[src/rtl/frame_accumulator.sv]
// frame_accumulator
//
// Sums a stream of unsigned samples over a fixed frame of N = 2**LOG2_LEN
// accepted samples and emits one registered frame total per completed frame.
// The frame total is held on odata until the next completion; ovalid pulses
// for one cycle with each new total.
//
// Optional build macro: FRAME_ACC_MEAN_EN
//   defined   -> odata carries the truncating frame mean, sum >> LOG2_LEN
//   undefined -> odata carries the full frame sum (default)
//
// The accumulator is WL+LOG2_LEN bits wide, which holds N*(2**WL-1)
// exactly, so no overflow or saturation handling exists.
// LOG2_LEN must be at least 1; the smallest frame is two samples.

module frame_accumulator #(
    parameter int WL       = 9,
    parameter int LOG2_LEN = 4
) (
    input  logic                     iCLK,
    input  logic                     iRST,
    input  logic                     iEN,
    input  logic [WL-1:0]            idata,
    input  logic                     iclear,
    output logic [WL+LOG2_LEN-1:0]   odata,
    output logic                     ovalid,
    output logic [LOG2_LEN-1:0]      ocount,
    output logic                     obusy
);

    localparam int AW = WL + LOG2_LEN;

    localparam logic [LOG2_LEN-1:0] CNT_ZERO = '0;
    localparam logic [LOG2_LEN-1:0] CNT_ONE  = LOG2_LEN'(1);
    localparam logic [LOG2_LEN-1:0] CNT_LAST = '1;

    typedef enum logic {
        IDLE  = 1'b0,
        ACCUM = 1'b1
    } state_t;

    state_t              state_q,  state_d;
    logic [AW-1:0]       acc_q,    acc_d;
    logic [LOG2_LEN-1:0] cnt_q,    cnt_d;
    logic [AW-1:0]       result_q, result_d;
    logic                valid_q,  valid_d;

    logic [AW-1:0]       sampleExt;
    logic [AW-1:0]       sumFull;
    logic [AW-1:0]       frameOut;
    logic                lastSample;

    assign sampleExt  = AW'(idata);
    assign sumFull    = acc_q + sampleExt;
    assign lastSample = (cnt_q == CNT_LAST);

`ifdef FRAME_ACC_MEAN_EN
    assign frameOut = sumFull >> LOG2_LEN;
`else
    assign frameOut = sumFull;
`endif

    // Register all state; an asynchronous reset drops any partial frame.
    always_ff @(posedge iCLK or posedge iRST) begin
        if (iRST) begin
            state_q  <= IDLE;
            acc_q    <= '0;
            cnt_q    <= CNT_ZERO;
            result_q <= '0;
            valid_q  <= 1'b0;
        end else begin
            state_q  <= state_d;
            acc_q    <= acc_d;
            cnt_q    <= cnt_d;
            result_q <= result_d;
            valid_q  <= valid_d;
        end
    end

    // Next state: clear beats a sample, the last sample closes the frame.
    always_comb begin
        state_d  = state_q;
        acc_d    = acc_q;
        cnt_d    = cnt_q;
        result_d = result_q;
        valid_d  = 1'b0;

        if (iclear) begin
            state_d = IDLE;
            acc_d   = '0;
            cnt_d   = CNT_ZERO;
        end else if (iEN) begin
            if (lastSample) begin
                state_d  = IDLE;
                acc_d    = '0;
                cnt_d    = CNT_ZERO;
                result_d = frameOut;
                valid_d  = 1'b1;
            end else begin
                state_d = ACCUM;
                acc_d   = sumFull;
                cnt_d   = cnt_q + CNT_ONE;
            end
        end
    end

    assign odata  = result_q;
    assign ovalid = valid_q;
    assign ocount = cnt_q;
    assign obusy  = (state_q == ACCUM);

endmodule

[config.mk]
export PLATFORM = sky130hd
export DESIGN_NAME = frame_accumulator
export DESIGN_NICKNAME = d
export VERILOG_FILES = /design/src/rtl/frame_accumulator.sv
export SDC_FILE = /design/constraint.sdc
export NUM_CORES = 1
export LEC_CHECK = 0
export CORE_ASPECT_RATIO = 0.6
export CORE_UTILIZATION = 52
export DETAILED_ROUTE_END_ITERATION = 8
export PLACE_DENSITY_LB_ADDON = 0.2
export SYNTH_ARGS = -nofsm -noshare
export SYNTH_HDL_FRONTEND = slang
export SYNTH_SLANG_ARGS = --single-unit
[constraint.sdc]
create_clock -name iCLK -period 2.27 [get_ports iCLK]
set_clock_uncertainty 0.1 [all_clocks]
set_input_delay 0.454 -clock iCLK [delete_from_list [all_inputs] [get_ports iCLK]]
set_output_delay 0.454 -clock iCLK [all_outputs]
set_load 0.005 [all_outputs]
# After elaboration in Yosys (flattened, before gate mapping)
# Index checks and enable logic that the tools add are counted.
# Widths: inputs -> output; s select.
dict set report word_totals {
  word_cells 23
  ff_bits 32
}
dict set report classes {
  n_reduce_logical 2
  muxes 12
  n_bitwise 1
  n_addsub 2
  eq_ne 1
}
# op count
set ops {}
lappend ops {{$mux 13} 3}
lappend ops {{$add 13x9->13} 1}
lappend ops {{$mux 4} 3}
lappend ops {{$mux 1} 6}
lappend ops {{$add 4x1->4 const B} 1}
lappend ops {{$eq 4x4->1 const B} 1}
lappend ops {{$reduce_and 3->1} 1}
lappend ops {{$reduce_bool 2->1} 1}
lappend ops {{$not 1->1} 1}

# Longest topological paths before layout
dict set report depth {
  word_depth 4
  mapped_depth 8
  depth_no_buf 8
}

# Worst setup path before layout
# No wires, ideal clock.
dict set report synth_timing {
  path_kind {input port to flip-flop}
  startpoint {input port idata[0]}
  endpoint {register result_q[8], in the netlist odata[8]}
  t_arrival_ns 1.983
  setup_slack_ns 0.062
  cell_stages 8
  required_ns 2.045
  n_path_buf 0
  cell_sequence {ha_1 > inv_1 > fa_1 > nand2b_1 > a211oi_2 > o21ai_1 > xnor2_1 > mux2_2}
}
dict set report synth_via {
  elab_chain_len 1
}
# element line_no
set synth_lines {}
lappend synth_lines {{start: declaration} 23} ;# input logic [WL-1:0] idata,
lappend synth_lines {{$add 13x9->13} 54} ;# assign sumFull = acc_q + sampleExt;
lappend synth_lines {{end signal: assignment} 75} ;# result_q <= result_d;
lappend synth_lines {{end: declaration} 45} ;# logic [AW-1:0] result_q, result_d;
# No other way between the ends.
# A chain may end at the register's enable or synchronous reset.

# Worst setup path after layout
dict set report layout_timing {
  startpoint {input port idata[4]}
  endpoint {register result_q[7], in the netlist odata[7]}
}
# The elaborated chain is that of the path after synthesis.

==> metrics.md <==
| Metric | Value |
|---|---|
| Hold buffer count at CTS | 0 |
| Setup slack, reg-to-reg | 0.10 ns |
| Post-route clock period utilization | 96.6% |
| Clock Path Buffers | 2 |
| Post-route ant nets | 0 |
| Synth Cell Area | 1830 um^2 |
| Hold path start | odata[3] |
| Fin cells | 282 |
| Hold crit path type | flip-flop to flip-flop |
| Ys flop type | dfrtp_1 |
| Slowest cell delay on critical path | 0.43 ns |
| H-tree levels | 2 |
| CP Data Required Time | 2.34 ns |
| Placed Instances | 272 |
| Relative slew slack | 71.5% |
| WL final | 4600 um |
| Synth warn | 0 |
| Die extent in y | 47.9 um |
| Final Hold Fails | 0 |
| Most frequent cells after synthesis | dfrtp_1 (32), nand2_1 (29), ha_1 (10), o21ai_1 (10) |
| DRT iter0 DRCs | 69 |
| Area growth syn-to-layout | 36.7% |
| Slew Viols, Final | 0 |
| Initial Util | 55.3% |
| Critical path cell sequence | clkdlybuf4s50_1, ha_1, o211ai_2, o21ai_4, a31oi_1, xnor2_1, mux2_4 |
| Sink Count | 32 |
| CP Launch Type | input pin |
| Clock latency on the worst-skew pair | 0.28 ns |
| MaxCap Viol Count | 0 |
| Vias | 1562 |
| Maximum clock rate | 0.456 GHz |
| Total GRT Usage | 26.2% |
| Pin count of the biggest net entering global routing | 33 |
| Die area | 3760 um^2 |
| Total gr overflow | 0 |
| IO Count | 32 |
| CTS tree | done |
| DR DRC count | 0 |
| CP Max Fanout | 4 |
| Fin crit period | 2.19 ns |
| Worst Tran Pin Value | 0.427 ns |
| TritonRoute pass-1 iters | 4 |
| NumNets Final | 260 |
| Routability cong. | 0.870 |
| Worst slack at placement | -0.512 ns |
| CTS Buf Count | 5 |
| Count of different cell masters after synthesis | 44 |
| LEAKAGE | 0.00114 uW |
| Post-synth EDFFs | 0 |
| Final WS setup | 0.0772 ns |
| Count leader, synth | dfrtp_1 |
| Syn_nets | 204 |
| Post-synthesis async set-or-reset flop share | 100% |
| Clock Pin Slew Worst Setup and Hold Paths | 0.07 ns |
| Vias/cell | 5.54 |
| Die Wd | 78.5 um |
| Slowest cell on crit path | clkdlybuf4s50_1 |
| Final setup vio count | 0 |
| Synth top area share | 43.8% |
| Cell count after synthesis | 180 |
| Root Driver | clkbuf_8 |
| Status | finished, final reports clean |
| Syn Area/Cell | 10.2 um^2 |
| Hpwl dp | 3350 um |
| Vias in the first global route | 1534 |
| Cells on Worst Hold Path | 2 |
| Reg2reg path depth | 8 |
| ANT cells | 0 |
| Setup TNS | 0 ns |
| Row cnt | 16 |
| Total power | 1660 uW |
| R2r startpoint | acc_q[0] |
| Crit Path Category | input pin to flip-flop |
| Top area cells in the synthesized netlist | dfrtp_1 (44%), ha_1 (6.8%), nand2_1 (6.0%) |
| Wirelength per Cell | 16.3 um |
| IO Port Bufs | 31 |
| Antenna violations before repair | 0 |
| VDD IR max | 341 uV |
| Flops & latches, synth | 32 |
| Worst setup EP type | flip-flop |
| Layout cells sized above 1 | 23.6% |
| Dominant cell type by area after synthesis | dfrtp_1 |
| Unrepaired setup endpoints after global routing | no |
| Pwr/cell area | 664 nW/um^2 |
| Worst Hold Endpoint | odata[3] |
| R2R Path End | odata[8] |
| Global-route wire length before repair | 7140 um |
| Seq/Total Area, Yosys | 43.8% |
| Worst EP arrival | 2.26 ns |
| Core area | 3300 um^2 |
[power breakdown]
group          internal, uW  total, uW  switching [uW]  leakage (uW)
clock                   387        597             209     0.0000645
combinational           215        441             226      0.000642
sequential              598        622            23.8      0.000438
[sequential cells by signal, summed over array words and instances, names as in the netlist]
signal,flops
ovalid,1
acc_q,13
odata,13
obusy,1
ocount,4
[what timing repair did]
action | CTS | global route
endpoints found under the setup margin | 11 | 3
buffers inserted | 2 | 0
pin swaps | 7 | 0
gates resized for setup | 8 | 2
[area by class of cell]
type	count	area [um^2]
fillers	242	805
well taps	45	56.3
clock buffers	7	96.3
inverters	8	32.5
clock inverters	1	30.0
repair buffers	56	495
flip-flops and latches	32	801
multi-input cells	133	987
[worst max path at each step]
| stage | startpoint | end | slack [ns] |
|---|---|---|---|
| 2_1_floorplan | idata[0] | odata[8] | 0.06 |
| 3_3_place_gp | idata[0] | odata[8] | -0.44 |
| 3_5_place_dp | idata[0] | odata[8] | -0.51 |
| 4_1_cts | idata[8] | odata[12] | 0.04 |
| 5_1_grt | idata[2] | acc_q[9] | 0.01 |
| 6_report | idata[4] | odata[7] | 0.08 |
[cell families (layout without fill, tap and decap cells)]
logic type | Yosys count | in the layout | share of synthesized area, %
buffers and inverters | 15 | 72 | 3.90
muxes | 5 | 5 | 3.15
adders and majority gates | 11 | 11 | 7.94
xor gates and xnor gates | 11 | 11 | 5.27
AOI/OAI and AO/OA | 51 | 51 | 22.2
and+or+nand+nor | 55 | 55 | 13.7
DFF | 32 | 32 | 43.8
[per-layer routing]
layer	global-route usage [%]	wire [um]	part of all wire (%)
met4	9.26	14	0.30
met5	0	0	0
met1	33.3	2130	46
met2	45.7	2190	48
met3	5.90	264	5.7
[per-stage QoR]
stage	hold WS, ns	util (%)	cell area (um^2)
final	0.388	75.6	2500
after global routing	0.417	75.6	2500
after CTS	0.391	75.4	2490
after detailed placement	0.374	70.5	2330
after global placement	0.358	70.5	2330
after floorplan	0.354	-	1830
[layout by cell type (no fill, tap or decap), drive strengths merged, types with 2 or more instances in the layout]
cell type      Yosys  routed
clkbuf             2       7
and2               2       2
clkdlybuf4s50      0      29
xnor2              7       7
nand3              2       2
dlygate4sd2        0       2
mux2i              2       2
a21o               4       4
a22o               7       7
buf                5      25
nor3               3       3
dfrtp             32      32
a21oi              9       9
mux2               3       3
ha                10      10
nand2             29      29
inv                8       8
nor2               8       8
nand4              3       3
nand2b             2       2
or3                4       4
a31oi              3       3
o21ai             16      16
a211oi             4       4
xor2               4       4
[critical path: cells and delay by family]
kind                     cells  cell delay (ns)
AO/OA/AOI/OAI                3             0.55
multiplexers                 1             0.26
XOR/XNOR                     1             0.16
buffers and inverters        1             0.43
adder cells (fa/ha/maj)      1             0.40
Note: power is estimated with default switching activity, not from simulation.
